<file path="src/rtl/chopper_demodulator_pkg.sv">
// Shared definitions for the chopper demodulator and the chopper generator side:
// phase encodings, FSM states, default widths and the forward phase sequence.
package chopper_demodulator_pkg;

  localparam int unsigned DATA_W_DEF = 16;
  localparam int unsigned ACC_W_DEF  = 40;

  // Encoded as {ref1, ref2}
  typedef enum logic [1:0] {
    P0 = 2'b00,
    P1 = 2'b10,
    P2 = 2'b11,
    P3 = 2'b01
  } phase_e;

  typedef enum logic [1:0] {
    S_IDLE      = 2'd0,
    S_ARM       = 2'd1,
    S_INTEGRATE = 2'd2
  } state_e;

  function automatic phase_e next_phase(input phase_e p);
    case (p)
      P0:      return P1;
      P1:      return P2;
      P2:      return P3;
      default: return P0;
    endcase
  endfunction

endpackage

</file>
<file path="src/rtl/chopper_phase_tracker.sv">
// Synchronizes the chopper references, classifies each phase change and
// runs the loss-of-lock watchdog.
module chopper_phase_tracker
  import chopper_demodulator_pkg::*;
#(
  parameter int unsigned TIMEOUT = 65535
) (
  input  logic clk_in,
  input  logic rst,
  input  logic ref1_i,
  input  logic ref2_i,
  output logic r1_o,
  output logic r2_o,
  output logic step_c,
  output logic boundary_c,
  output logic illegal_c,
  output logic timeout_c
);

  localparam int unsigned WD_W = $clog2(TIMEOUT + 1);

  logic [1:0]      meta_q;
  logic [1:0]      sync_q;
  phase_e          prev_q;
  phase_e          cur;
  logic            changed;
  logic [WD_W-1:0] wd_q;
  logic [WD_W-1:0] wd_d;

  assign cur        = phase_e'(sync_q);
  assign changed    = (cur != prev_q);
  assign step_c     = changed && (cur == next_phase(prev_q));
  assign illegal_c  = changed && !step_c;
  assign boundary_c = (prev_q == P3) && (cur == P0);
  assign timeout_c  = !changed && (wd_q == WD_W'(TIMEOUT));
  assign r1_o       = sync_q[1];
  assign r2_o       = sync_q[0];

  // Cycles since the last phase change; parks at TIMEOUT until the next change
  always_comb begin
    wd_d = wd_q;
    if (changed) begin
      wd_d = '0;
    end else if (wd_q != WD_W'(TIMEOUT)) begin
      wd_d = wd_q + WD_W'(1);
    end
  end

  always_ff @(posedge clk_in or posedge rst) begin
    if (rst) begin
      meta_q <= '0;
      sync_q <= '0;
      prev_q <= P0;
      wd_q   <= '0;
    end else begin
      meta_q <= {ref1_i, ref2_i};
      sync_q <= meta_q;
      prev_q <= cur;
      wd_q   <= wd_d;
    end
  end

endmodule

</file>
<file path="src/rtl/chopper_demodulator.sv">
// Lock-in demodulator: integrates +/- samples against the in-phase and quadrature
// chopper references over N_PERIODS reference periods. ACC_W must exceed DATA_W.
module chopper_demodulator
  import chopper_demodulator_pkg::*;
#(
  parameter int unsigned DATA_W    = DATA_W_DEF,
  parameter int unsigned ACC_W     = ACC_W_DEF,
  parameter int unsigned N_PERIODS = 16,
  parameter int unsigned TIMEOUT   = 65535
) (
  input  logic                     clk_in,
  input  logic                     rst,
  input  logic                     ref1,
  input  logic                     ref2,
  input  logic                     sample_valid,
  input  logic signed [DATA_W-1:0] sample_data,
  output logic signed [ACC_W-1:0]  i_out,
  output logic signed [ACC_W-1:0]  q_out,
  output logic                     out_valid,
  output logic                     locked,
  output logic                     seq_err,
  output logic                     sat
);

  localparam int unsigned CNT_W = $clog2(N_PERIODS + 1);

  logic r1, r2, step, boundary, illegal, timeout;

  chopper_phase_tracker #(.TIMEOUT(TIMEOUT)) u_tracker (
    .clk_in     (clk_in),
    .rst        (rst),
    .ref1_i     (ref1),
    .ref2_i     (ref2),
    .r1_o       (r1),
    .r2_o       (r2),
    .step_c     (step),
    .boundary_c (boundary),
    .illegal_c  (illegal),
    .timeout_c  (timeout)
  );

  state_e                   state_q, state_d;
  logic signed [ACC_W-1:0]  acc_i_q, acc_i_d, acc_q_q, acc_q_d;
  logic [CNT_W-1:0]         cnt_q, cnt_d;
  logic                     sticky_q, sticky_d;
  logic signed [ACC_W-1:0]  i_out_q, i_out_d, q_out_q, q_out_d;
  logic                     out_valid_q, out_valid_d, locked_q, locked_d;
  logic                     seq_err_q, seq_err_d, sat_q, sat_d;

  logic signed [ACC_W-1:0]  op, neg_op, sum_i, sum_q;
  logic                     ovf_i, ovf_q;

  assign op     = ACC_W'(sample_data);
  assign neg_op = -op;

  function automatic logic signed [ACC_W-1:0] sat_add(
    input  logic signed [ACC_W-1:0] a,
    input  logic signed [ACC_W-1:0] b,
    output logic                    ovf
  );
    logic signed [ACC_W:0] s;
    s   = {a[ACC_W-1], a} + {b[ACC_W-1], b};
    ovf = (s[ACC_W] != s[ACC_W-1]);
    if (!ovf) return s[ACC_W-1:0];
    return s[ACC_W] ? {1'b1, {(ACC_W-1){1'b0}}} : {1'b0, {(ACC_W-1){1'b1}}};
  endfunction

  always_comb begin
    state_d     = state_q;
    acc_i_d     = acc_i_q;
    acc_q_d     = acc_q_q;
    cnt_d       = cnt_q;
    sticky_d    = sticky_q;
    i_out_d     = i_out_q;
    q_out_d     = q_out_q;
    sat_d       = sat_q;
    out_valid_d = 1'b0;
    seq_err_d   = 1'b0;
    sum_i       = acc_i_q;
    sum_q       = acc_q_q;
    ovf_i       = 1'b0;
    ovf_q       = 1'b0;

    if (sample_valid) begin
      sum_i = sat_add(acc_i_q, r1 ? op : neg_op, ovf_i);
      sum_q = sat_add(acc_q_q, r2 ? op : neg_op, ovf_q);
    end

    // A broken sequence aborts the window before any completion can be reported
    if (illegal || (timeout && (state_q != S_IDLE))) begin
      seq_err_d = 1'b1;
      state_d   = S_IDLE;
      acc_i_d   = '0;
      acc_q_d   = '0;
      cnt_d     = '0;
      sticky_d  = 1'b0;
    end else begin
      case (state_q)
        S_IDLE: if (step) state_d = S_ARM;
        S_ARM:  if (boundary) state_d = S_INTEGRATE;
        S_INTEGRATE: begin
          if (boundary && (cnt_q == CNT_W'(N_PERIODS - 1))) begin
            i_out_d     = sum_i;
            q_out_d     = sum_q;
            out_valid_d = 1'b1;
            sat_d       = sticky_q | ovf_i | ovf_q;
            acc_i_d     = '0;
            acc_q_d     = '0;
            cnt_d       = '0;
            sticky_d    = 1'b0;
          end else begin
            acc_i_d  = sum_i;
            acc_q_d  = sum_q;
            sticky_d = sticky_q | ovf_i | ovf_q;
            if (boundary) cnt_d = cnt_q + CNT_W'(1);
          end
        end
        default: state_d = S_IDLE;
      endcase
    end

    locked_d = (state_d == S_INTEGRATE);
  end

  always_ff @(posedge clk_in or posedge rst) begin
    if (rst) begin
      state_q     <= S_IDLE;
      acc_i_q     <= '0;
      acc_q_q     <= '0;
      cnt_q       <= '0;
      sticky_q    <= 1'b0;
      i_out_q     <= '0;
      q_out_q     <= '0;
      out_valid_q <= 1'b0;
      locked_q    <= 1'b0;
      seq_err_q   <= 1'b0;
      sat_q       <= 1'b0;
    end else begin
      state_q     <= state_d;
      acc_i_q     <= acc_i_d;
      acc_q_q     <= acc_q_d;
      cnt_q       <= cnt_d;
      sticky_q    <= sticky_d;
      i_out_q     <= i_out_d;
      q_out_q     <= q_out_d;
      out_valid_q <= out_valid_d;
      locked_q    <= locked_d;
      seq_err_q   <= seq_err_d;
      sat_q       <= sat_d;
    end
  end

  assign i_out     = i_out_q;
  assign q_out     = q_out_q;
  assign out_valid = out_valid_q;
  assign locked    = locked_q;
  assign seq_err   = seq_err_q;
  assign sat       = sat_q;

endmodule

</file>
<file path="config.mk">
export PLATFORM = sky130hd
export DESIGN_NAME = chopper_demodulator
export DESIGN_NICKNAME = d
export VERILOG_FILES = /design/src/rtl/chopper_demodulator_pkg.sv /design/src/rtl/chopper_phase_tracker.sv /design/src/rtl/chopper_demodulator.sv
export SDC_FILE = /design/constraint.sdc
export NUM_CORES = 1
export LEC_CHECK = 0
export CAP_MARGIN = 0
export CORE_MARGIN = 8
export CORE_UTILIZATION = 55
export DETAILED_ROUTE_END_ITERATION = 12
export MAX_ROUTING_LAYER = met4
export PLACE_DENSITY_LB_ADDON = 0.1
export SETUP_SLACK_MARGIN = 0.3
export SLEW_MARGIN = 30
export SYNTH_ARGS = -nofsm -noshare
export SYNTH_HDL_FRONTEND = slang
export SYNTH_SLANG_ARGS = --single-unit
</file>
<file path="constraint.sdc">
create_clock -name clk_in -period 10.1 [get_ports clk_in]
set_input_delay 3.03 -clock clk_in [delete_from_list [all_inputs] [get_ports clk_in]]
set_output_delay 3.03 -clock clk_in [all_outputs]
set_load 0.03 [all_outputs]
</file>
==> flow_summary.ini <==
[outcome]
run_status = finished clean

[global_routing]
grt_max_degree = 134
grt.total_usage_pct = 29.2
antenna_found_initial = 2
grt.met3_usage_pct = 3.74
use_met2_pct = 45.5
gr-max-usage-layer = met2
overflow = 0
via_count_of_the_first_global_routing_pass = 13100
grt_first_pass_wirelength_um = 70800
grt_use_met1_pct = 38.4

[sta]
grt_setup_unrepaired = no
finalSetupViolations = 0
relSlewSlack_pct = 36.0
slew_at_the_pin_closest_to_its_max_slew_limit_ps = 960
setup-tns-final_ps = 0
hold_slack_ps = 358
final_clock_period_utilization_by_the_worst_path_pct = 86.8
max_freq_mhz = 114
timing.final.max_slew_violations = 0
clock-skew-final_ps = 20.2
report.final.hold_viol_count = 0
timing.final.ws_setup_ps = 1330
fin_crit_ps = 8770

[floorplanning]
floorplan.die.height_um = 176
io_pins = 105
site_row_count = 58
die-width_um = 176
design.core.area_mm2 = 0.0252
die_area_mm2 = 0.0310
start_util_pct = 55.9

[power]
peakVddDrop_mv = 0.122
post-layout-total-power_mw = 1.87
pwr-share-clk_pct = 37.5
power_switching_mw = 0.619
switching_share_pct = 33.1
intPower_mw = 1.25
leakage_nw = 7.40
comb_power_share_pct = 19.8
powerDensity_mw_per_mm2 = 117
power_frac_seq_pct = 42.7

[synthesis]
synth.cells.most_frequent = 221 x sky130_fd_sc_hd__o21ai_0, 194 x sky130_fd_sc_hd__dfrtp_1, 182 x sky130_fd_sc_hd__a21oi_1
synth_area_per_cell_um2 = 8.19
synth-async-reset-ratio_pct = 100
synth.cell_area_mm2 = 0.0141
synth_ff_type = sky130_fd_sc_hd__dfrtp_1
dominant_cell_by_count_in_the_synthesized_netlist = sky130_fd_sc_hd__o21ai_0
synth.top_cells.by_area = sky130_fd_sc_hd__dfrtp_1 34%, sky130_fd_sc_hd__ha_1 8.3%, sky130_fd_sc_hd__o21ai_0 7.9%
syn_inst = 1719
synth_area_leader_cell = sky130_fd_sc_hd__dfrtp_1
total_of_flip_flops_plus_latches_after_synthesis = 194
postSynthNetCount = 1835
synth_edf_count = 0
yosysTopAreaCellShare_pct = 34.5
synth.lib_cells_used.distinct = 76
yosysSeqAreaShare_pct = 34.5
yosys_warnings = 0

[worst_hold_path]
worstHoldPathType = reg -> reg

[cts]
clock_sinks = 194
cts-hold-fix-buffers = 0
clkLatencyLatePin_ps = 450
clock_tree_from_tritoncts = yes
post_cts_resized = 0
h-tree-depth = 4
clockRootBuffer = sky130_fd_sc_hd__clkbuf_16
cts-root-to-sink-buffers = 2
cts.clk_slew.worst_paths_ps = 90
post_cts_buffers = 0
cts_buffers = 17

[routing]
routed_wirelength_um = 44000
ant_nets = 0
avgViaCountPerCell = 6.31
detailed_route_wire_length_per_cell_um = 20.8
detailedRoute.firstPassIterationCount = 8
drc_violations_left = 0
drt-initial-drc-count = 1303
routed-via-count = 13300

[cells_and_area]
share_of_layout_cells_above_drive_strength_1_pct = 5.51
layout.nets = 1882
final_cells = 2111
layout-area-overhead-vs-synth_pct = 13.5
fillCellCount = 2204
final_cell_area_mm2 = 0.0160
final_core_util_pct = 63.4

[flow_run]
maxCapViolCount = 0

[placement]
place_worst_setup_slack_ps = 1010
cell_area_reported_after_detailed_placement_mm2 = 0.0154
numPortBuffers = 104
gp_congestion = 0.960
dp_hpwl_um = 30300
numPlacedInstances = 2077

[critical_path]
worst_setup_path_end_kind = flip-flop
critical_path_class = in -> reg
path_max_fanout = 16
cp_data_arrival_time_ps = 9080
timing.critical_path.from_type = input port
worst_ep_required_time_ps = 10410
per-layer routing:
metal / wire length (µm) / vias to the layer above
li1: - / 6314
met5: 0 / -
met4: 1390 / 0
met2: 20200 / 485
met1: 19700 / 6430
met3: 2720 / 86
flip-flops by register name (all words and copies together) (netlist names), 5 cells and up:
name            flops
acc_q_q            40
acc_i_q            40
i_out              40
u_tracker.wd_q     16
q_out              40
cnt_q               5
worst paths after layout:
check                                                   start                          to  slack [ps]  depth (start not counted)
worst max-delay path                           sample_data[0]        q_out[1]$_DFFE_PP0P_        1330                         21
worst min-delay path            u_tracker.meta_q[1]$_DFF_PP0_  u_tracker.cur[1]$_DFF_PP0_         360                          0
worst max register to register     u_tracker.cur[0]$_DFF_PP0_        q_out[1]$_DFFE_PP0P_        4910                         14
worst min register to register  u_tracker.meta_q[1]$_DFF_PP0_  u_tracker.cur[1]$_DFF_PP0_         360                          0
max in group asynchronous                                 rst     acc_i_q[23]$_DFFE_PP0P_        5710                          3
min in group asynchronous                                 rst        q_out[2]$_DFFE_PP0P_        3080                          2
layout make-up:
cell class                 count  area [µm²]  share of cell area, %
timing repair buffer         134        1270                   7.97
clock buffer                  18         439                   2.75
sequential                   194        4850                   30.4
antenna                        2        5.00                 0.0313
clock inverter                14         159                  0.995
tap                          330         413                   2.58
inverter                      37         151                  0.948
multi-input combinational   1382        8680                   54.3
logic make-up after synthesis:
logic type / synth area share [%]
simple gates: 17.2
xor+xnor: 7.15
fa+ha+maj: 9.12
mux: 0.924
buf+inv: 4.04
flops: 34.5
compound gates: 27.1
cell usage in the layout (no fill, tap or decap), types with 21 or more instances in the layout:
master	netlist	final
sky130_fd_sc_hd__clkdlybuf4s50_1	0	103
sky130_fd_sc_hd__inv_1	35	34
sky130_fd_sc_hd__a21o_1	43	43
sky130_fd_sc_hd__buf_4	0	29
sky130_fd_sc_hd__ha_1	93	93
sky130_fd_sc_hd__xnor2_1	53	53
sky130_fd_sc_hd__and3_1	29	29
sky130_fd_sc_hd__nand4_1	25	25
sky130_fd_sc_hd__nand2_1	174	173
sky130_fd_sc_hd__xor2_1	62	62
sky130_fd_sc_hd__a21oi_1	182	182
sky130_fd_sc_hd__a221oi_1	21	21
sky130_fd_sc_hd__dfrtp_1	194	194
sky130_fd_sc_hd__o21ai_0	221	221
sky130_fd_sc_hd__nand3_1	36	36
sky130_fd_sc_hd__nor2_1	159	158
power by group through the flow:
stage	registers [mW]	clock network (mW)	logic, mW
6_report	0.799	0.702	0.371
5_1_grt	0.800	0.741	0.405
4_1_cts	0.799	0.708	0.367
3_3_place_gp	0.814	0	0.361
3_5_place_dp	0.814	0	0.365
2_1_floorplan	0.827	0	0.243
critical path, cell delays in order:
cell                              delay [ps]
sky130_fd_sc_hd__clkdlybuf4s50_1         520
sky130_fd_sc_hd__or3_1                   460
sky130_fd_sc_hd__nor3_1                  240
sky130_fd_sc_hd__nor3b_1                 220
sky130_fd_sc_hd__buf_4                   170
sky130_fd_sc_hd__nand2_1                  70
sky130_fd_sc_hd__nor2_1                  110
sky130_fd_sc_hd__nand2_1                  80
sky130_fd_sc_hd__nand2_1                 630
sky130_fd_sc_hd__o21ai_0                 240
sky130_fd_sc_hd__ha_1                    400
sky130_fd_sc_hd__nand2_1                  60
sky130_fd_sc_hd__o21a_1                  210
sky130_fd_sc_hd__o311ai_0                460
sky130_fd_sc_hd__o21bai_1                150
sky130_fd_sc_hd__o21a_1                  160
sky130_fd_sc_hd__o31ai_1                 200
sky130_fd_sc_hd__a311o_1                 580
sky130_fd_sc_hd__nand2_2                 330
sky130_fd_sc_hd__nand2_1                 540
sky130_fd_sc_hd__o21ai_0                 200
Power figures use the tool's default switching activity.
